### config.mk
export PLATFORM = sky130hd
export DESIGN_NAME = dreg_univ_shift
export DESIGN_NICKNAME = d
export VERILOG_FILES = /design/src/rtl/dreg_pkg.sv /design/src/rtl/usr_step.sv /design/src/rtl/dreg_univ_shift.sv
export SDC_FILE = /design/constraint.sdc
export NUM_CORES = 1
export LEC_CHECK = 0
export ABC_AREA = 1
export CAP_MARGIN = 20
export CORE_MARGIN = 1.5
export CORE_UTILIZATION = 35
export DETAILED_ROUTE_END_ITERATION = 8
export PLACE_DENSITY = 0.62
export SETUP_SLACK_MARGIN = 0.1
export SYNTH_ARGS = -nofsm -noshare
export SYNTH_HDL_FRONTEND = slang
export SYNTH_SLANG_ARGS = --single-unit
### constraint.sdc
create_clock -name clk -period 1.9 [get_ports clk]
set_clock_uncertainty 0.1 [all_clocks]
set_input_delay 0.57 -clock clk [delete_from_list [all_inputs] [get_ports clk]]
set_output_delay 0.57 -clock clk [all_outputs]
set_load 0.01 [all_outputs]
### src/rtl/dreg_pkg.sv
`default_nettype none
// ============================================================================
//  Module      : dreg_pkg
//  Description : Shared encodings for the universal shift register bank:
//                operation modes and burst-engine FSM states.
//  Revision    : 1.0  initial release
// ============================================================================
package dreg_pkg;

    // Operation modes presented on the mode port
    localparam logic [1:0] MODE_HOLD = 2'b00;
    localparam logic [1:0] MODE_SHR  = 2'b01;
    localparam logic [1:0] MODE_SHL  = 2'b10;
    localparam logic [1:0] MODE_LOAD = 2'b11;

    // Burst engine states
    localparam logic [1:0] ST_IDLE  = 2'b00;
    localparam logic [1:0] ST_SHIFT = 2'b01;
    localparam logic [1:0] ST_DONE  = 2'b10;

    // True for the two modes a burst may be started with
    function automatic logic is_shift_mode(input logic [1:0] m);
        return (m == MODE_SHR) || (m == MODE_SHL);
    endfunction

endpackage
`default_nettype wire

### src/rtl/usr_step.sv
`default_nettype none
// ============================================================================
//  Module      : usr_step
//  Description : Combinational next-value function of the register bank.
//                One step of hold / shift right / shift left / load.
//  Revision    : 1.0  initial release
// ============================================================================
module usr_step
    import dreg_pkg::*;
#(
    parameter int WIDTH = 4
) (
    input  logic [WIDTH-1:0] q,
    input  logic [1:0]       op,
    input  logic             rot,
    input  logic             sin_r,
    input  logic             sin_l,
    input  logic [WIDTH-1:0] d_in,
    output logic [WIDTH-1:0] q_next
);

    // Rotation feeds the bit falling off the far end back in; otherwise serial input
    always_comb begin
        q_next = q;
        case (op)
            MODE_SHR:  q_next = {(rot ? q[0] : sin_r), q[WIDTH-1:1]};
            MODE_SHL:  q_next = {q[WIDTH-2:0], (rot ? q[WIDTH-1] : sin_l)};
            MODE_LOAD: q_next = d_in;
            default:   q_next = q;
        endcase
    end

endmodule
`default_nettype wire

### src/rtl/dreg_univ_shift.sv
`default_nettype none
// ============================================================================
//  Module      : dreg_univ_shift
//  Description : WIDTH-bit universal shift register with synchronous clear and
//                preset, parallel load, shift/rotate, and a counted shift
//                burst engine (start / busy / done).
//  Revision    : 1.0  initial release
// ============================================================================
module dreg_univ_shift
    import dreg_pkg::*;
#(
    parameter int               WIDTH     = 4,
    parameter int               CNT_W     = 3,
    parameter logic [WIDTH-1:0] RESET_VAL = '0
) (
    input  logic             clk,
    input  logic             clr,
    input  logic             preset,
    input  logic             en,
    input  logic [1:0]       mode,
    input  logic             rot,
    input  logic             sin_r,
    input  logic             sin_l,
    input  logic [WIDTH-1:0] d_in,
    input  logic             start,
    input  logic [CNT_W-1:0] shift_cnt,
    output logic [WIDTH-1:0] q_out,
    output logic [WIDTH-1:0] q_bar,
    output logic             sout_r,
    output logic             sout_l,
    output logic             busy,
    output logic             done
);

    localparam logic [CNT_W-1:0] c_CNT_ONE = CNT_W'(1);

    logic [1:0]       r_state;
    logic [1:0]       w_state_next;
    logic [WIDTH-1:0] r_q;
    logic             r_busy;
    logic             r_done;
    logic [CNT_W-1:0] r_cnt;
    logic [1:0]       r_dir_op;
    logic             r_rot;

    logic [WIDTH-1:0] w_q_next;
    logic             w_busy_next;
    logic             w_done_next;
    logic [CNT_W-1:0] w_cnt_next;
    logic [1:0]       w_dir_op_next;
    logic             w_rot_next;
    logic             w_start_ok;
    logic             w_last_step;

    logic [1:0]       w_step_op;
    logic             w_step_rot;
    logic [WIDTH-1:0] w_step_q;

    assign w_start_ok  = start && is_shift_mode(mode);
    assign w_last_step = en && (r_cnt <= c_CNT_ONE);

    // During a burst the step function uses the latched direction and rot;
    // serial inputs stay live in both paths
    assign w_step_op  = (r_state == ST_SHIFT) ? r_dir_op : mode;
    assign w_step_rot = (r_state == ST_SHIFT) ? r_rot    : rot;

    usr_step #(
        .WIDTH (WIDTH)
    ) u_step (
        .q      (r_q),
        .op     (w_step_op),
        .rot    (w_step_rot),
        .sin_r  (sin_r),
        .sin_l  (sin_l),
        .d_in   (d_in),
        .q_next (w_step_q)
    );

    // State register: clear and preset both return the engine to idle
    always_ff @(posedge clk) begin
        if (clr || preset) begin
            r_state <= ST_IDLE;
        end else begin
            r_state <= w_state_next;
        end
    end

    // Next-state logic
    always_comb begin
        w_state_next = r_state;
        case (r_state)
            ST_IDLE: begin
                if (w_start_ok) begin
                    w_state_next = (shift_cnt != '0) ? ST_SHIFT : ST_DONE;
                end
            end
            ST_SHIFT: begin
                if (w_last_step) begin
                    w_state_next = ST_DONE;
                end
            end
            ST_DONE:  w_state_next = ST_IDLE;
            default:  w_state_next = ST_IDLE;
        endcase
    end

    // Output / datapath next values; start edge and done cycle never move q
    always_comb begin
        w_q_next      = r_q;
        w_busy_next   = 1'b0;
        w_done_next   = 1'b0;
        w_cnt_next    = r_cnt;
        w_dir_op_next = r_dir_op;
        w_rot_next    = r_rot;
        case (r_state)
            ST_IDLE: begin
                if (w_start_ok) begin
                    w_dir_op_next = mode;
                    w_rot_next    = rot;
                    w_cnt_next    = shift_cnt;
                    w_busy_next   = (shift_cnt != '0);
                    w_done_next   = (shift_cnt == '0);
                end else if (en) begin
                    w_q_next = w_step_q;
                end
            end
            ST_SHIFT: begin
                w_busy_next = 1'b1;
                if (en) begin
                    w_q_next = w_step_q;
                    if (r_cnt != '0) begin
                        w_cnt_next = r_cnt - c_CNT_ONE;
                    end
                    if (w_last_step) begin
                        w_busy_next = 1'b0;
                        w_done_next = 1'b1;
                    end
                end
            end
            default: begin
                w_q_next = r_q;
            end
        endcase
    end

    // Registered outputs and burst context with clear > preset priority
    always_ff @(posedge clk) begin
        if (clr) begin
            r_q      <= RESET_VAL;
            r_busy   <= 1'b0;
            r_done   <= 1'b0;
            r_cnt    <= '0;
            r_dir_op <= MODE_HOLD;
            r_rot    <= 1'b0;
        end else if (preset) begin
            r_q      <= '1;
            r_busy   <= 1'b0;
            r_done   <= 1'b0;
            r_cnt    <= '0;
        end else begin
            r_q      <= w_q_next;
            r_busy   <= w_busy_next;
            r_done   <= w_done_next;
            r_cnt    <= w_cnt_next;
            r_dir_op <= w_dir_op_next;
            r_rot    <= w_rot_next;
        end
    end

    assign q_out  = r_q;
    assign q_bar  = ~r_q;
    assign sout_r = r_q[0];
    assign sout_l = r_q[WIDTH-1];
    assign busy   = r_busy;
    assign done   = r_done;

endmodule
`default_nettype wire

==> summary.md, run 1 <==
| Metric | Value |
|---|---|
| Final Cycle Share | `90.4%` |
| Avg Cell Area, Syn | `6.22 sq um` |
| Worst Path Arrival | `approximately 1100 ps` |
| Min Tclk post-route | `1720 ps` |
| Max incr delay on CP | `380 ps` |
| Clock Latency Late Sink | `roughly 280 ps` |
| Final worst slack | `~180 ps` |
| Initial core utilization | `37.3%` |
| Row count | `18` |
| Ports | `29` |
| Top-area cell type share of the netlist area | `30.0%` |
| Root Buffer | `clkbuf_4` |
| Hold Crit Class | `flop to flop` |
| Top cells by area, synth | `dfxtp_1 (30%), nand2_1 (14%), nand3_1 (12%), inv_1 (7.6%), nor2_1 (7.2%)` |
| Setup WS pre-CTS | `-242 ps` |
| Critical path type | `flop to output pin` |
| Number of flops mapped to enable cells by yosys | `0` |
| Area grow syn2layout | `46.6%` |
| Grt ovf | `0` |
| Vias | `1,079` |
| Final WL | `2.52 mm` |
| Reg clk slew, reported paths | `around 90 ps` |
| Seq/Total Area, Yosys | `30.0%` |
| Aggregate global-route resource usage | `19.0%` |
| Core area | `2500 sq um` |
| Max_slew headroom | `~77%` |
| Post-synth top area cell | `dfxtp_1` |
| Drt first pass iters | `4` |
| Layout cells sized above 1 | `18.8%` |
| Max-Cap Viols | `0` |
| Global-route wire length before repair | `between 4 and 5 mm` |
| Slowest-stage cell, CP | `dfxtp_1` |
| Final ANT Viol Nets | `0` |
| Die footprint | `2990 sq um` |
| Yosys warnings | `0` |
| Pwr dens | `543 nW/um^2` |
| Synth Cell Area | `933 sq um` |
| R2r setup slk | `~320 ps` |
| Clock sinks | `14` |
| Outcome | `complete, no violations` |
| Setup crit end kind | `output pin` |
| Htree depth | `1` |
| Worst EP required | `1230 ps` |
| Cells along the critical path | `inv_1, dlygate4sd2_1` |
| Dominant cell by count in the synthesized netlist | `nand2_1` |
| Most frequent cells after synthesis | `nand2_1 (36), nand3_1 (22), inv_1 (19)` |
| Largest net degree at the start of global routing | `14` |
| RePlAce Congestion | `0.844` |
| Peak Freq | `0.582 GHz` |
| Vias in the first global route | `961` |
| VDD IR max | `418 uV` |
| Post-CTS setup buffer count | `0` |
| Startpoint types | `flop` |
| Drt wl/cell | `~11 microns` |
| Post-Route Utilization | `between 50% and 60%` |
| Mapped Nets | `roughly 170` |
| Fin nets | `212` |
| Final Max Slew Viols | `0` |
| Setup violations, final | `0` |
| CP top delay family | `buffers and inverters` |
| Worst slew pin tran | `344 ps` |
| Buf/Inv on CP | `2` |
| Die height | `54.6 microns` |
| Post-Syn Instances | `150` |
| Via density | `4.88` |
| CTS tree | `yes` |
| DRT iter0 DRCs | `17` |
| Clock Path Buffers | `2` |
| Ys flop type | `dfxtp_1` |
| Final Hold Vio Count | `0` |
| Pleak | `approximately 0.0007 uW` |
| Ys async rst share | `0%` |
| DRC | `0` |
| Port bufs | `28` |
| CTS buffer count | `3` |
| Netlist cell types | `22` |
| Crit path max fanout | `4` |
| Die Span X | `~55 microns` |
| Register bit total from synthesis | `14` |
| RSZ-0062 raised after global routing | `false` |
| Diode count | `0` |
| Initial antenna violation count | `0` |
| Post-detail-place hpwl | `2.01 mm` |
[cells in the final DEF, fill, tap and decap left out, drive strengths merged, types with 3 or more instances in the layout]
cell	synthesis	final
nand2	43	43
nand3	23	23
inv	20	20
nor2	19	19
clkdlybuf4s50	0	14
dfxtp	14	14
buf	3	13
dlygate4sd2	0	10
o21ai	9	9
a21oi	8	8
dlymetal6s2s	0	4
clkbuf	0	3
[cells by family after synthesis]
kind of cell | count (synthesis) | synth area share, %
AOI/OAI and AO/OA | 21 | 12.2
DFF | 14 | 30.0
buffers and inverters | 24 | 11.3
adders and majority gates | 2 | 2.68
and+or+nand+nor | 89 | 43.8
[flip-flops by register name (all words and copies together) (netlist names)]
signal    count
r_state       2
done          1
r_rot         1
busy          1
r_cnt         3
q_out         4
r_dir_op      2
[layout make-up]
| cell class | instances | area, sq um |
|---|---|---|
| multi-input combinational | 112 | 571 |
| timing repair buffer | 41 | 375 |
| inverter | 21 | 78.8 |
| clock buffer | 3 | 22.5 |
| fill | 264 | 1130 |
| tap | 30 | 37.5 |
| sequential | 14 | 284 |
[worst reg2reg max path, delay by kind of cell (launching register included)]
kind	cells	cell delay [ps]
flip-flops	1	450
buffers and inverters	1	150
AND/OR/NAND/NOR	7	780
[repair_timing]
item / CTS / global route
hold buffers: 0 / 0
pin swaps: 0 / 0
setup endpoints to repair: 13 / 13
resized for setup: 15 / 13
[power breakdown]
| part | switching [uW] | internal [uW] |
|---|---|---|
| logic | 127 | 117 |
| registers | 14.9 | 313 |
| clock network | 97.4 | 73.5 |
| total | 239 | 504 |
[worst paths after layout]
path	startpoint	to	cells after the start
hold / removal	r_dir_op[0]	r_dir_op[0]	2
setup / recovery	q_out[0]	q_bar[0]	2
setup reg to reg	r_state[0]	q_out[1]	8
hold reg to reg	r_dir_op[0]	r_dir_op[0]	2
[metrics by stage]
| step | total power, uW | instance area (sq um) | hold slack, ps | instances | setup TNS, ps |
|---|---|---|---|---|---|
| 6_report | 743 | 1370 | 373 | 221 | 0 |
| 5_1_grt | 803 | 1370 | 390 | 221 | 0 |
| 4_1_cts | 745 | 1340 | 368 | 221 | 0 |
| 3_5_place_dp | 584 | 1320 | 355 | 218 | -2310 |
| 3_3_place_gp | 583 | 1320 | 353 | 218 | -1600 |
| 2_1_floorplan | 459 | 933 | 335 | 150 | 0 |
[metal layers]
metal	wire length, microns	vias to the layer above	global-route usage, %	part of all wire (%)
met3	84	7	4.92	3.3
met4	48	0	5.00	1.9
met2	1180	21	31.9	47
met1	1210	485	23.8	48
li1	-	566	-	-
met5	0	-	0	0
Note: power is estimated with default switching activity, not from simulation.
==> inputs of run 2 (changes only) <==
Settings changed: MAX_ROUTING_LAYER from default to met4.
==> run 2 against run 1 <==
Hold slack unchanged. Register-to-register slack about the same. Wire length increased by 0.12%. Final cell count is the same. Core utilization unchanged. Critical path type unchanged. Critical endpoint unchanged.
==> summary.md, run 2 (synthesis gave the netlist of run 1 again) <==
| Metric | Value |
|---|---|
| Outcome | `complete, no violations` |
| Startpoint types | `flop` |
| GR Util met3 | `just under 5%` |
| Setup WS pre-CTS | `-242 ps` |
| CTS tree | `yes` |
| Clock Latency Late Sink | `280 ps` |
| Final Hold Vio Count | `0` |
| Vias in the first global route | `960` |
| Final Cycle Share | `90.4%` |
| Clock sinks | `14` |
| Core area | `2500 sq um` |
| Die footprint | `2990 sq um` |
| Initial antenna violation count | `0` |
| Placed Cells | `218` |
| Min Tclk post-route | `1720 ps` |
| RePlAce Congestion | `0.857` |
| Htree depth | `1` |
| Setup crit end kind | `output pin` |
| Global-route wire length before repair | `4.06 mm` |
| DRC | `0` |
| Final worst slack | `181 ps` |
| Total Power | `around 740 uW` |
| Initial core utilization | `37.3%` |
| Hold Crit Class | `flop to flop` |
| Post-detail-place hpwl | `approximately 2.0 mm` |
| CTS buffer count | `3` |
| Drt wl/cell | `~11 microns` |
| R2R Path End | `q_out[1]` |
| Via density | `4.89` |
| WHS | `373 ps` |
| Cells along the critical path | `inv_1, dlygate4sd2_1` |
| Final Max Slew Viols | `0` |
| Row count | `18` |
| Root Buffer | `clkbuf_4` |
| Diode count | `0` |
| VDD IR max | `419 uV` |
| Aggregate global-route resource usage | `19.5%` |
| R2R depth | `8` |
| HP Start | `r_dir_op[0]` |
| Final ANT Viol Nets | `0` |
| Vias | `about 1,100` |
| Worst slew pin tran | `~340 ps` |
| Fin nets | `212` |
| R2r setup slk | `320 ps` |
| Setup violations, final | `0` |
| Pwr dens | `543 nW/um^2` |
| Final WL | `2.53 mm` |
| Die Span X | `54.6 microns` |
| Peak Freq | `0.582 GHz` |
| Most frequent cells in the layout | `nand2_1 (34), nand3_1 (22), inv_1 (18)` |
| Slowest-stage cell, CP | `dfxtp_1` |
| Worst Path Arrival | `1050 ps` |
| Grt ovf | `0` |
| RSZ-0062 raised after global routing | `false` |
| Area grow syn2layout | `46.6%` |
| Setup Total Neg Slack | `0 ps` |
| Worst R2R Start | `r_state[0]` |
| Drt first pass iters | `4` |
| Clock Path Buffers | `2` |
| DRT iter0 DRCs | `17` |
| Worst Hold Endpoint | `r_dir_op[0]` |
| Worst EP required | `1230 ps` |
| Reg clk slew, reported paths | `90 ps` |
| Largest net degree at the start of global routing | `14` |
| Ports | `29` |
| Met2 Usage GRT | `between 30% and 40%` |
| Port bufs | `28` |
| Layout cells sized above 1 | `18.8%` |
| Max-Cap Viols | `0` |
| Max incr delay on CP | `380 ps` |
| Layer with the highest usage | `met2` |
| Critical path type | `flop to output pin` |
| Commonest non-fill, non-tap cell in the layout | `nand2_1` |
| Die height | `about 55 microns` |
| Met1 global-route usage | `23.8%` |
| Crit path max fanout | `4` |
| Finished Layout Cells | `221` |
| Largest register FFs | `4` |
| Hold Path Stages | `2` |
| Pleak | `roughly 0.00068 uW` |
| Max_slew headroom | `77.0%` |
[run 2: worst max-delay path by stage]
stage             start          end  slack (ps)  cells past startpoint
6_report       q_out[0]     q_bar[0]         180                      2
5_1_grt              en     r_cnt[2]         120                      8
4_1_cts            done         done         100                      1
3_5_place_dp    mode[1]  r_dir_op[1]        -240                      9
3_3_place_gp    mode[1]  r_dir_op[1]        -180                      8
2_1_floorplan   mode[1]  r_dir_op[0]         430                      8
[run 2: power breakdown]
part,switching (uW),internal [uW],leakage [uW],total (uW)
clock,97.6,73.5,0.0000138,171
combinational,127,117,0.000553,245
sequential,14.9,313,0.000116,327
total,240,504,0.000683,743
[run 2: metal layers]
metal	share of wire (%)	vias to the layer above
met1	48	487
li1	-	566
met3	3.2	6
met2	47	21
met4	1.8	0
met5	0	-
[run 2: area by class of cell]
| class | instances | area (sq um) |
|---|---|---|
| fillers | 264 | 1130 |
| multi-input cells | 112 | 571 |
| repair buffers | 41 | 375 |
| flip-flops and latches | 14 | 284 |
| inverters | 21 | 78.8 |
| well taps | 30 | 37.5 |
| clock buffers | 3 | 22.5 |
[run 2: critical path, delay by kind of cell, from the launching register on]
family,cells,cell delay (ps)
buf+inv,2,390
flops,1,380
[run 2: per-stage QoR]
| step | utilization, % | cell area (sq um) |
|---|---|---|
| after floorplan | - | 933 |
| after global placement | 52.9 | 1320 |
| after detailed placement | 52.9 | 1320 |
| after CTS | 53.7 | 1340 |
| after global routing | 54.8 | 1370 |
| final | 54.8 | 1370 |
[run 2: timing repair]
action,4_1_cts,5_1_grt
endpoints found under the setup margin,13,13
gates resized for setup,15,13
hold endpoints to repair,0,0
buffers inserted,0,0
hold buffers,0,0
==> inputs of run 3 (changes only) <==
Settings changed: SLEW_MARGIN from default to 15.
==> results of run 3 <==
Same layout as run 2: the final DEF is identical, and so are final timing and power.
